<file path="src/rtl/lsu_mem_ctrl_pkg.sv">
// Shared encodings and lane-placement helpers for the load/store unit.
// Lane geometry is expressed as a bit shift plus a lane-wide mask.
package lsu_mem_ctrl_pkg;

  localparam logic [1:0] SZ_BYTE = 2'b00;
  localparam logic [1:0] SZ_HALF = 2'b01;
  localparam logic [1:0] SZ_WORD = 2'b10;
  localparam logic [1:0] SZ_ILL  = 2'b11;

  typedef enum logic {
    ST_IDLE   = 1'b0,
    ST_RMW_WR = 1'b1
  } lsu_state_t;

  function automatic int size_bytes(input logic [1:0] size);
    int n;
    case (size)
      SZ_BYTE: n = 1;
      SZ_HALF: n = 2;
      default: n = 4;
    endcase
    return n;
  endfunction

  // Big-endian puts byte offset 0 in the most significant lane.
  function automatic logic [4:0] lane_shift(input logic [1:0] off, input logic [1:0] size,
                                            input logic big_endian);
    int s;
    if (big_endian) s = 8 * (4 - size_bytes(size) - int'(off));
    else            s = 8 * int'(off);
    return 5'(s);
  endfunction

  function automatic logic [31:0] lane_mask(input logic [1:0] size);
    logic [31:0] m;
    case (size)
      SZ_BYTE: m = 32'h0000_00FF;
      SZ_HALF: m = 32'h0000_FFFF;
      default: m = 32'hFFFF_FFFF;
    endcase
    return m;
  endfunction

endpackage

</file>
<file path="src/rtl/lsu_mem_ctrl_lane_unit.sv">
// Combinational lane extract/extend for loads and lane merge for sub-word stores.
module lsu_lane_unit
  import lsu_mem_ctrl_pkg::*;
#(
  parameter bit BIG_ENDIAN = 1'b1
) (
  input  logic [31:0] i_word,
  input  logic [31:0] i_wdata,
  input  logic [1:0]  i_off,
  input  logic [1:0]  i_size,
  input  logic        i_unsigned,
  output logic [31:0] o_load,
  output logic [31:0] o_merged
);

  logic [4:0]  w_shift;
  logic [31:0] w_mask;
  logic [31:0] w_lane;

  always_comb begin
    w_shift = lane_shift(i_off, i_size, BIG_ENDIAN);
    w_mask  = lane_mask(i_size);
    w_lane  = (i_word >> w_shift) & w_mask;
    o_load  = w_lane;
    if (!i_unsigned) begin
      if (i_size == SZ_BYTE)      o_load = {{24{w_lane[7]}}, w_lane[7:0]};
      else if (i_size == SZ_HALF) o_load = {{16{w_lane[15]}}, w_lane[15:0]};
    end
    o_merged = (i_word & ~(w_mask << w_shift)) | ((i_wdata & w_mask) << w_shift);
  end

endmodule

</file>
<file path="src/rtl/lsu_mem_ctrl.sv">
// Load/store unit: byte-address decode, extended loads, read-modify-write
// sub-word stores, and fault capture (BadVAddr plus saturating counter).
module lsu_mem_ctrl
  import lsu_mem_ctrl_pkg::*;
#(
  parameter int WORD_ADDR_W = 8,
  parameter bit BIG_ENDIAN  = 1'b1
) (
  input  logic        clk,
  input  logic        SYS_reset,
  input  logic        LSU_req_load,
  input  logic        LSU_req_store,
  input  logic [1:0]  LSU_size,
  input  logic        LSU_unsigned,
  input  logic [31:0] LSU_addr,
  input  logic [31:0] LSU_wdata,
  output logic [31:0] LSU_rdata,
  output logic        LSU_stall,
  output logic        LSU_fault,
  output logic [31:0] LSU_fault_addr,
  output logic [7:0]  LSU_fault_cnt,
  output logic [31:0] DMEM_address,
  output logic [31:0] DMEM_data_in,
  output logic        DMEM_mem_write,
  output logic        DMEM_mem_read,
  input  logic [31:0] DMEM_data_out
);

  lsu_state_t              r_state, w_state_next;
  logic [31:0]             r_merge;
  logic [WORD_ADDR_W-1:0]  r_word_idx;
  logic [31:0]             r_fault_addr;
  logic [7:0]              r_fault_cnt;

  logic [WORD_ADDR_W-1:0]  w_word_idx;
  logic [31:0]             w_load_data;
  logic [31:0]             w_merged;
  logic                    w_fault;
  logic                    w_load_ok;
  logic                    w_store_ok;
  logic                    w_sub_store;

  assign w_word_idx = LSU_addr[WORD_ADDR_W+1:2];

  lsu_lane_unit #(.BIG_ENDIAN(BIG_ENDIAN)) u_lane (
    .i_word     (DMEM_data_out),
    .i_wdata    (LSU_wdata),
    .i_off      (LSU_addr[1:0]),
    .i_size     (LSU_size),
    .i_unsigned (LSU_unsigned),
    .o_load     (w_load_data),
    .o_merged   (w_merged)
  );

  // Requests are only decoded in IDLE; RMW_WR replays the held request.
  always_comb begin
    w_fault    = 1'b0;
    w_load_ok  = 1'b0;
    w_store_ok = 1'b0;
    if (!SYS_reset && r_state == ST_IDLE && (LSU_req_load || LSU_req_store)) begin
      w_fault = (LSU_req_load && LSU_req_store)
             || (LSU_size == SZ_ILL)
             || (LSU_size == SZ_HALF && LSU_addr[0])
             || (LSU_size == SZ_WORD && LSU_addr[1:0] != 2'b00)
             || (LSU_addr[31:WORD_ADDR_W+2] != '0);
      w_load_ok  = LSU_req_load  && !w_fault;
      w_store_ok = LSU_req_store && !w_fault;
    end
    w_sub_store = w_store_ok && (LSU_size != SZ_WORD);
  end

  always_comb begin
    w_state_next   = r_state;
    DMEM_mem_read  = 1'b0;
    DMEM_mem_write = 1'b0;
    LSU_stall      = 1'b0;
    LSU_rdata      = '0;
    DMEM_data_in   = LSU_wdata;
    DMEM_address   = {{(32-WORD_ADDR_W){1'b0}}, w_word_idx};
    case (r_state)
      ST_IDLE: begin
        DMEM_mem_read  = w_load_ok || w_sub_store;
        DMEM_mem_write = w_store_ok && !w_sub_store;
        LSU_stall      = w_sub_store;
        if (w_load_ok)   LSU_rdata    = w_load_data;
        if (w_sub_store) w_state_next = ST_RMW_WR;
      end
      ST_RMW_WR: begin
        DMEM_mem_write = !SYS_reset;
        DMEM_data_in   = r_merge;
        DMEM_address   = {{(32-WORD_ADDR_W){1'b0}}, r_word_idx};
        w_state_next   = ST_IDLE;
      end
      default: w_state_next = ST_IDLE;
    endcase
    if (SYS_reset) w_state_next = ST_IDLE;
  end

  always_ff @(posedge clk) begin
    if (SYS_reset) begin
      r_state      <= ST_IDLE;
      r_merge      <= '0;
      r_word_idx   <= '0;
      r_fault_addr <= '0;
      r_fault_cnt  <= '0;
    end else begin
      r_state <= w_state_next;
      if (w_sub_store) begin
        r_merge    <= w_merged;
        r_word_idx <= w_word_idx;
      end
      if (w_fault) begin
        r_fault_addr <= LSU_addr;
        if (r_fault_cnt != 8'hFF) r_fault_cnt <= r_fault_cnt + 8'd1;
      end
    end
  end

  assign LSU_fault      = w_fault;
  assign LSU_fault_addr = r_fault_addr;
  assign LSU_fault_cnt  = r_fault_cnt;

endmodule
</file>
<file path="config.mk">
export PLATFORM = sky130hd
export DESIGN_NAME = lsu_mem_ctrl
export DESIGN_NICKNAME = d
export VERILOG_FILES = /design/src/rtl/lsu_mem_ctrl_pkg.sv /design/src/rtl/lsu_mem_ctrl_lane_unit.sv /design/src/rtl/lsu_mem_ctrl.sv
export SDC_FILE = /design/constraint.sdc
export NUM_CORES = 1
export LEC_CHECK = 0
export BUFFER_PORTS_ARGS = -buffer_cell sky130_fd_sc_hd__buf_2
export CAP_MARGIN = 10
export CORE_UTILIZATION = 52
export CTS_CLUSTER_DIAMETER = 80
export CTS_CLUSTER_SIZE = 40
export DETAILED_ROUTE_END_ITERATION = 12
export PLACE_DENSITY = 0.88
export SETUP_SLACK_MARGIN = 0.05
export SYNTH_ARGS = -nofsm -noshare
export SYNTH_HDL_FRONTEND = slang
export SYNTH_SLANG_ARGS = --single-unit
</file>
<file path="constraint.sdc">
create_clock -name clk -period 4.9 [get_ports clk]
set_clock_uncertainty 0.2 [all_clocks]
set_input_delay 0.245 -clock clk [delete_from_list [all_inputs] [get_ports clk]]
set_output_delay 0.245 -clock clk [all_outputs]
set_load 0.01 [all_outputs]
</file>
## Yosys cells after proc, flatten, opt, wreduce, memory -nomap -nowiden

Cells that the tools add are included.

- Bits of input ports: 103
- Output and inout bits: 140
- Register bits after elaboration: 81
- Logic and storage cells: 61

- Equality and inequality tests: 5
- Shift-type cells: 3
- $add $sub $neg: 3
- Bitwise gates (word level): 6
- Muxes and demuxes: 17
- Reduce and logical (&&, ||, !) cells: 22

Operators by type and width:

| cell | number |
|---|---|
| $mux 32 | 6 |
| $and 32x32->32 | 3 |
| $pmux 32 s2 | 1 |
| $shl 32x5->32 | 2 |
| $not 32->32 | 1 |
| $or 32x32->32 | 1 |
| $shr 32x5->32 | 1 |
| $reduce_bool 22->1 | 1 |
| $logic_and 1x1->1 | 9 |
| $add 8x1->8 const B | 1 |
| $mux 8 | 1 |
| $ne 8x8->1 const B | 1 |
| $logic_or 1x1->1 | 6 |
| $mux 1 | 6 |
| $eq 2x2->1 const B | 2 |
| $pmux 1 s2 | 2 |
| $pmux 2 s2 | 1 |
| $logic_not 1->1 | 3 |
| $eq 2x1->1 const B | 1 |
| $logic_not 2->1 | 1 |
| $ne 2x2->1 const B | 1 |
| $reduce_and 2->1 | 1 |
| $reduce_bool 2->1 | 1 |
| $sub 1x2->2 const A | 1 |
| other kinds (2) | 2 |

## Longest topological paths before layout

- Word-level depth: 12
- Gate-level depth with buffers: 12
- Gate-level depth less buffers: 7

## Hierarchy

From an unflattened synthesis, not the netlist that was laid out.

- Cell total of the unflattened synthesis: 726
- Area total of the unflattened synthesis: 5791.8 um^2

By module, submodules not included:

| module | cells each | times used | seq. area each (um^2) | area an instance (um^2) |
|---|---|---|---|---|
| lsu_mem_ctrl | 494 | 1 | 1621.6 | 3867.5 |
| lsu_lane_unit | 232 | 1 | 0.0 | 1924.3 |

## Worst setup path before layout

OpenSTA, ideal clock, no wires.

- Path kind: input port to output port
- From: in LSU_size[0]
- To: out LSU_rdata[21]
- Stages on the path: 11
- Slack: 1.798 ns
- Path buffers: 4
- Data required time: 4.455 ns
- Data arrival time: 2.657 ns
- Cell sequence: buf_2 or2_2 clkbuf_1 ha_1 xnor2_2 xnor2_2 buf_4 mux2i_1 nor3_4 buf_4 nor3_1

- Cells in the longest elaborated chain, start to end: 11
- Elaborated cells on any way between the ends: 24
- Those cells by class: add/sub (2); eq/ne (3); shift (1); mux (8); bitwise (1); reduce/logical (9)

Ends and longest elaborated chain:

| item | RTL line | source |
|---|---|---|
| from (decl) | lsu_mem_ctrl.sv:13 | `input logic [1:0] LSU_size,` |
| $eq 2x1->1 or $logic_not 2->1 (tied branches) | - |  |
| $pmux 2 s2 | lsu_mem_ctrl_pkg.sv:17 | `case (size)` |
| $sub 1x2->2 | lsu_mem_ctrl_pkg.sv:29 | `if (big_endian) s = 8 * (4 - size_bytes(size) - int'(off));` |
| $sub 2x2->2 | lsu_mem_ctrl_pkg.sv:29 |  |
| $shr 32x5->32 | lsu_mem_ctrl_lane_unit.sv:23 | `w_lane = (i_word >> w_shift) & w_mask;` |
| $and 32x32->32 | lsu_mem_ctrl_lane_unit.sv:23 |  |
| $mux 32 | lsu_mem_ctrl_lane_unit.sv:27 | `else if (i_size == SZ_HALF) o_load = {{16{w_lane[15]}}, w_lane[15:0]};` |
| $mux 32 | lsu_mem_ctrl_lane_unit.sv:26 | `if (i_size == SZ_BYTE) o_load = {{24{w_lane[7]}}, w_lane[7:0]};` |
| $mux 32 | lsu_mem_ctrl_lane_unit.sv:25 | `if (!i_unsigned) begin` |
| $mux 32 (*) | lsu_mem_ctrl.sv:85 | `if (w_load_ok) LSU_rdata = w_load_data;` |
| $mux 32 (*) | lsu_mem_ctrl.sv:80 | `case (r_state)` |
| to (decl) | lsu_mem_ctrl.sv:17 | `output logic [31:0] LSU_rdata,` |

Mark *: on every way between the ends. The rest lies on a longest branch, timed or not.

## Final worst setup path

- From: in LSU_size[1]
- To: out LSU_rdata[31]

The elaborated chain is that of the path after synthesis.

==> metrics.txt <==
vias in the first global route=5364; CTS buffer count=9; average cell area after synthesis=8.108 sq um; Setup TNS=0 ns; placed instance count=960; drt first pass iters=6; die area=0.01060 sq mm; Antenna Nets Post-Route=0; CTS Sinks=81; Worst EP arrival=3.39 ns; clk_lat worst skew=0.34 ns; Final Cycle Share=0.7825; crit-path cells=buf_2, or2_2, ha_1, mux2_2, mux2_2, o21bai_2, nor3_1, buf_2; Die Y=103.0 um; hold crit path type=in2reg; synthesized-area fraction occupied by adder cells=0.007079; Post-Syn Instances=654; critical path's slowest cell=ha_1; Synth Flop Type=dfxtp_1; post-synthesis compound-gate area fraction=0.2119; CP Capture Type=output pin; largest family of logic cells by synthesized area=compound AO/OA/AOI/OAI gates; Longest Clk Path Bufs=2; Resized Gates After CTS=0; relative slew slack=0.3227; routed via count=5922; peak supply drop=125.9 uV; Routability Congestion=0.9645; register area share after synthesis=0.3058; met2 usage=0.5995; count of input and output buffers=218; Initial Utilization=0.5400; Max Fclk=260.8 MHz; Async SR Flop Fraction=0; Pleak=2.965 nW; postcts setup bufs=0; area of the multi-input gates=0.003323 sq mm; CP max FO=24; routed wire length per instance=18.18 um; largest net degree at the start of global routing=66; H-tree levels=3; initial DRC count=386; Post-Syn Area=0.005303 sq mm; Slew Limit Fails=0; Nets=980; first-pass GRT wire length=27.55 mm; WL final=18.40 mm; DRC=0; outcome=completed; met1 Usage GRT=0.3801; clock root buffer=clkbuf_8; Setup crit start kind=input pin; worst slew pin tran=1.012 ns; Crit path required time=4.45 ns; max_cap viols=0; crit path from=LSU_size[1]; antenna violations before repair=0; CTS tree=built; synth-to-layout area growth=29.64%; GR peak layer=met2; unrepaired setup endpoints after global routing=false; post-synth cell types=56; Simple-Gate Fraction of Synth Area=0.1848; Crit Path Class=in2out; Synth Warn #=0; fin cells=1012; Fin. Hold Viols=0; Vias per Instance=5.852; fraction of layout cells with a size suffix above 1=0.3720; Hold Startpoint=LSU_req_store; register bit total from synthesis=81; Boundary Pins=243; final setup vio count=0; fillers=777; ANT cells=0; Post-synth EDFFs=0; register area=0.001623 sq mm; final worst path period need=3.834 ns; CP peak stage delay=0.82 ns; Reg clk slew, reported paths=0.08 ns; power density cells=244.1 mW/mm^2; post-synthesis mux area share=0.1907; # hold bufs at CTS=35; Tot GR Track Use=0.3430; chip width=103.0 um; post-route setup slack=1.066 ns; Post-Place Cell Area=0.006316 sq mm; Final Instance Area=0.006874 sq mm; dpl hpwl=12.66 mm; grt ovf=0; Core Util, Final=0.7001; xor/xnor share of the synthesized area=0.01439; M3 GR Usage=0.08339; Worst R2R Start=r_state; pre-CTS setup slack=1.091 ns; Core Footprint=0.009819 sq mm; Rows=36
==> per-stage QoR <==
step	hold slack [ns]	total power [W]
finish	0.02613	0.001678
global route	0.01043	0.001766
CTS	0.002425	0.001668
detailed placement	0.2488	0.001158
global placement	0.2409	0.001153
floorplan	0.1536	0.001012
==> registers in the layout, summed over array words and instances (netlist names) <==
register        count
r_word_idx          8
LSU_fault_addr     32
r_state             1
r_merge            32
LSU_fault_cnt       8
==> power by group <==
group / switching (W) / internal (W) / total, W
clock: 0.000242 / 0.000251 / 0.000493
combinational: 0.000287 / 0.000203 / 0.000491
sequential: 0.0000134 / 0.000681 / 0.000695
total: 0.000543 / 0.00114 / 0.00168
==> synth_stat cells, types with 9 or more instances <==
library cell,n,area share
nor3_1,22,0.021
buf_4,26,0.037
clkbuf_1,35,0.025
a21oi_1,32,0.030
nor2_1,66,0.047
mux2_2,71,0.15
inv_1,10,0.0071
mux2i_1,20,0.038
nand2_1,88,0.062
nand3_1,9,0.0085
a211oi_1,27,0.038
dfxtp_1,81,0.31
o21ai_0,40,0.038
a311oi_1,15,0.025
==> path summary, 6_finish.rpt <==
| kind | endpoint | cells past startpoint | slack [ns] |
|---|---|---|---|
| min reg2reg | LSU_fault_addr[26] | 2 | 0.26 |
| max | LSU_rdata[31] | 8 | 1.07 |
| min | r_state | 3 | 0.03 |
| max reg2reg | LSU_fault_cnt[3] | 7 | 2.63 |
==> cell families after synthesis <==
group                      Yosys count
buffers and inverters               89
AOI/OAI and AO/OA                  164
other                                1
adders and majority gates            3
DFF                                 81
muxes                               92
xor gates and xnor gates             4
and+or+nand+nor                    220
==> final cells by class <==
cell class                      instances  area share
Timing Repair Buffer                  263      0.2212
Sequential cell                        81      0.2361
Clock inverter                          4    0.007463
Clock buffer                           12     0.02111
Tap cell                              133     0.02421
Inverter                               12    0.006553
Multi-Input combinational cell        507      0.4834
==> per-layer routing <==
metal | wire length [um] | vias up
met5 | 0 | -
met4 | 897 | 0
met3 | 1660 | 75
met2 | 8871 | 361
met1 | 6967 | 2723
li1 | - | 2763
==> placed cells by master, fill, tap and decap left out, types with 2 or more instances in the layout <==
master / count
mux2i_1: 20
a22oi_1: 5
ha_1: 3
clkbuf_1: 2
a311oi_1: 15
clkbuf_8: 10
o22ai_1: 3
a21oi_1: 32
a31oi_1: 4
dlygate4sd3_1: 35
nor2_1: 66
dfxtp_1: 80
a221oi_1: 7
nor3_1: 21
a211oi_1: 27
nor2b_1: 4
o21a_1: 2
nand2b_1: 8
xnor2_2: 3
or3_1: 2
mux2_2: 71
inv_1: 10
nor3_4: 2
and2_1: 3
nand2_1: 88
nand3_1: 9
o311ai_0: 2
conb_1: 24
a22o_1: 8
a222oi_1: 8
buf_4: 9
nor4_1: 7
nand4_1: 2
o21ai_0: 40
buf_2: 218
and3_1: 2
==> worst max-delay path, delay by kind of cell <==
kind / cells / cell delay [ns]
compound gates: 1 / 0.65
fa+ha+maj: 1 / 0.82
buf+inv: 2 / 0.41
mux: 2 / 0.71
simple gates: 2 / 0.55
Note: power is estimated with default switching activity, not from simulation.
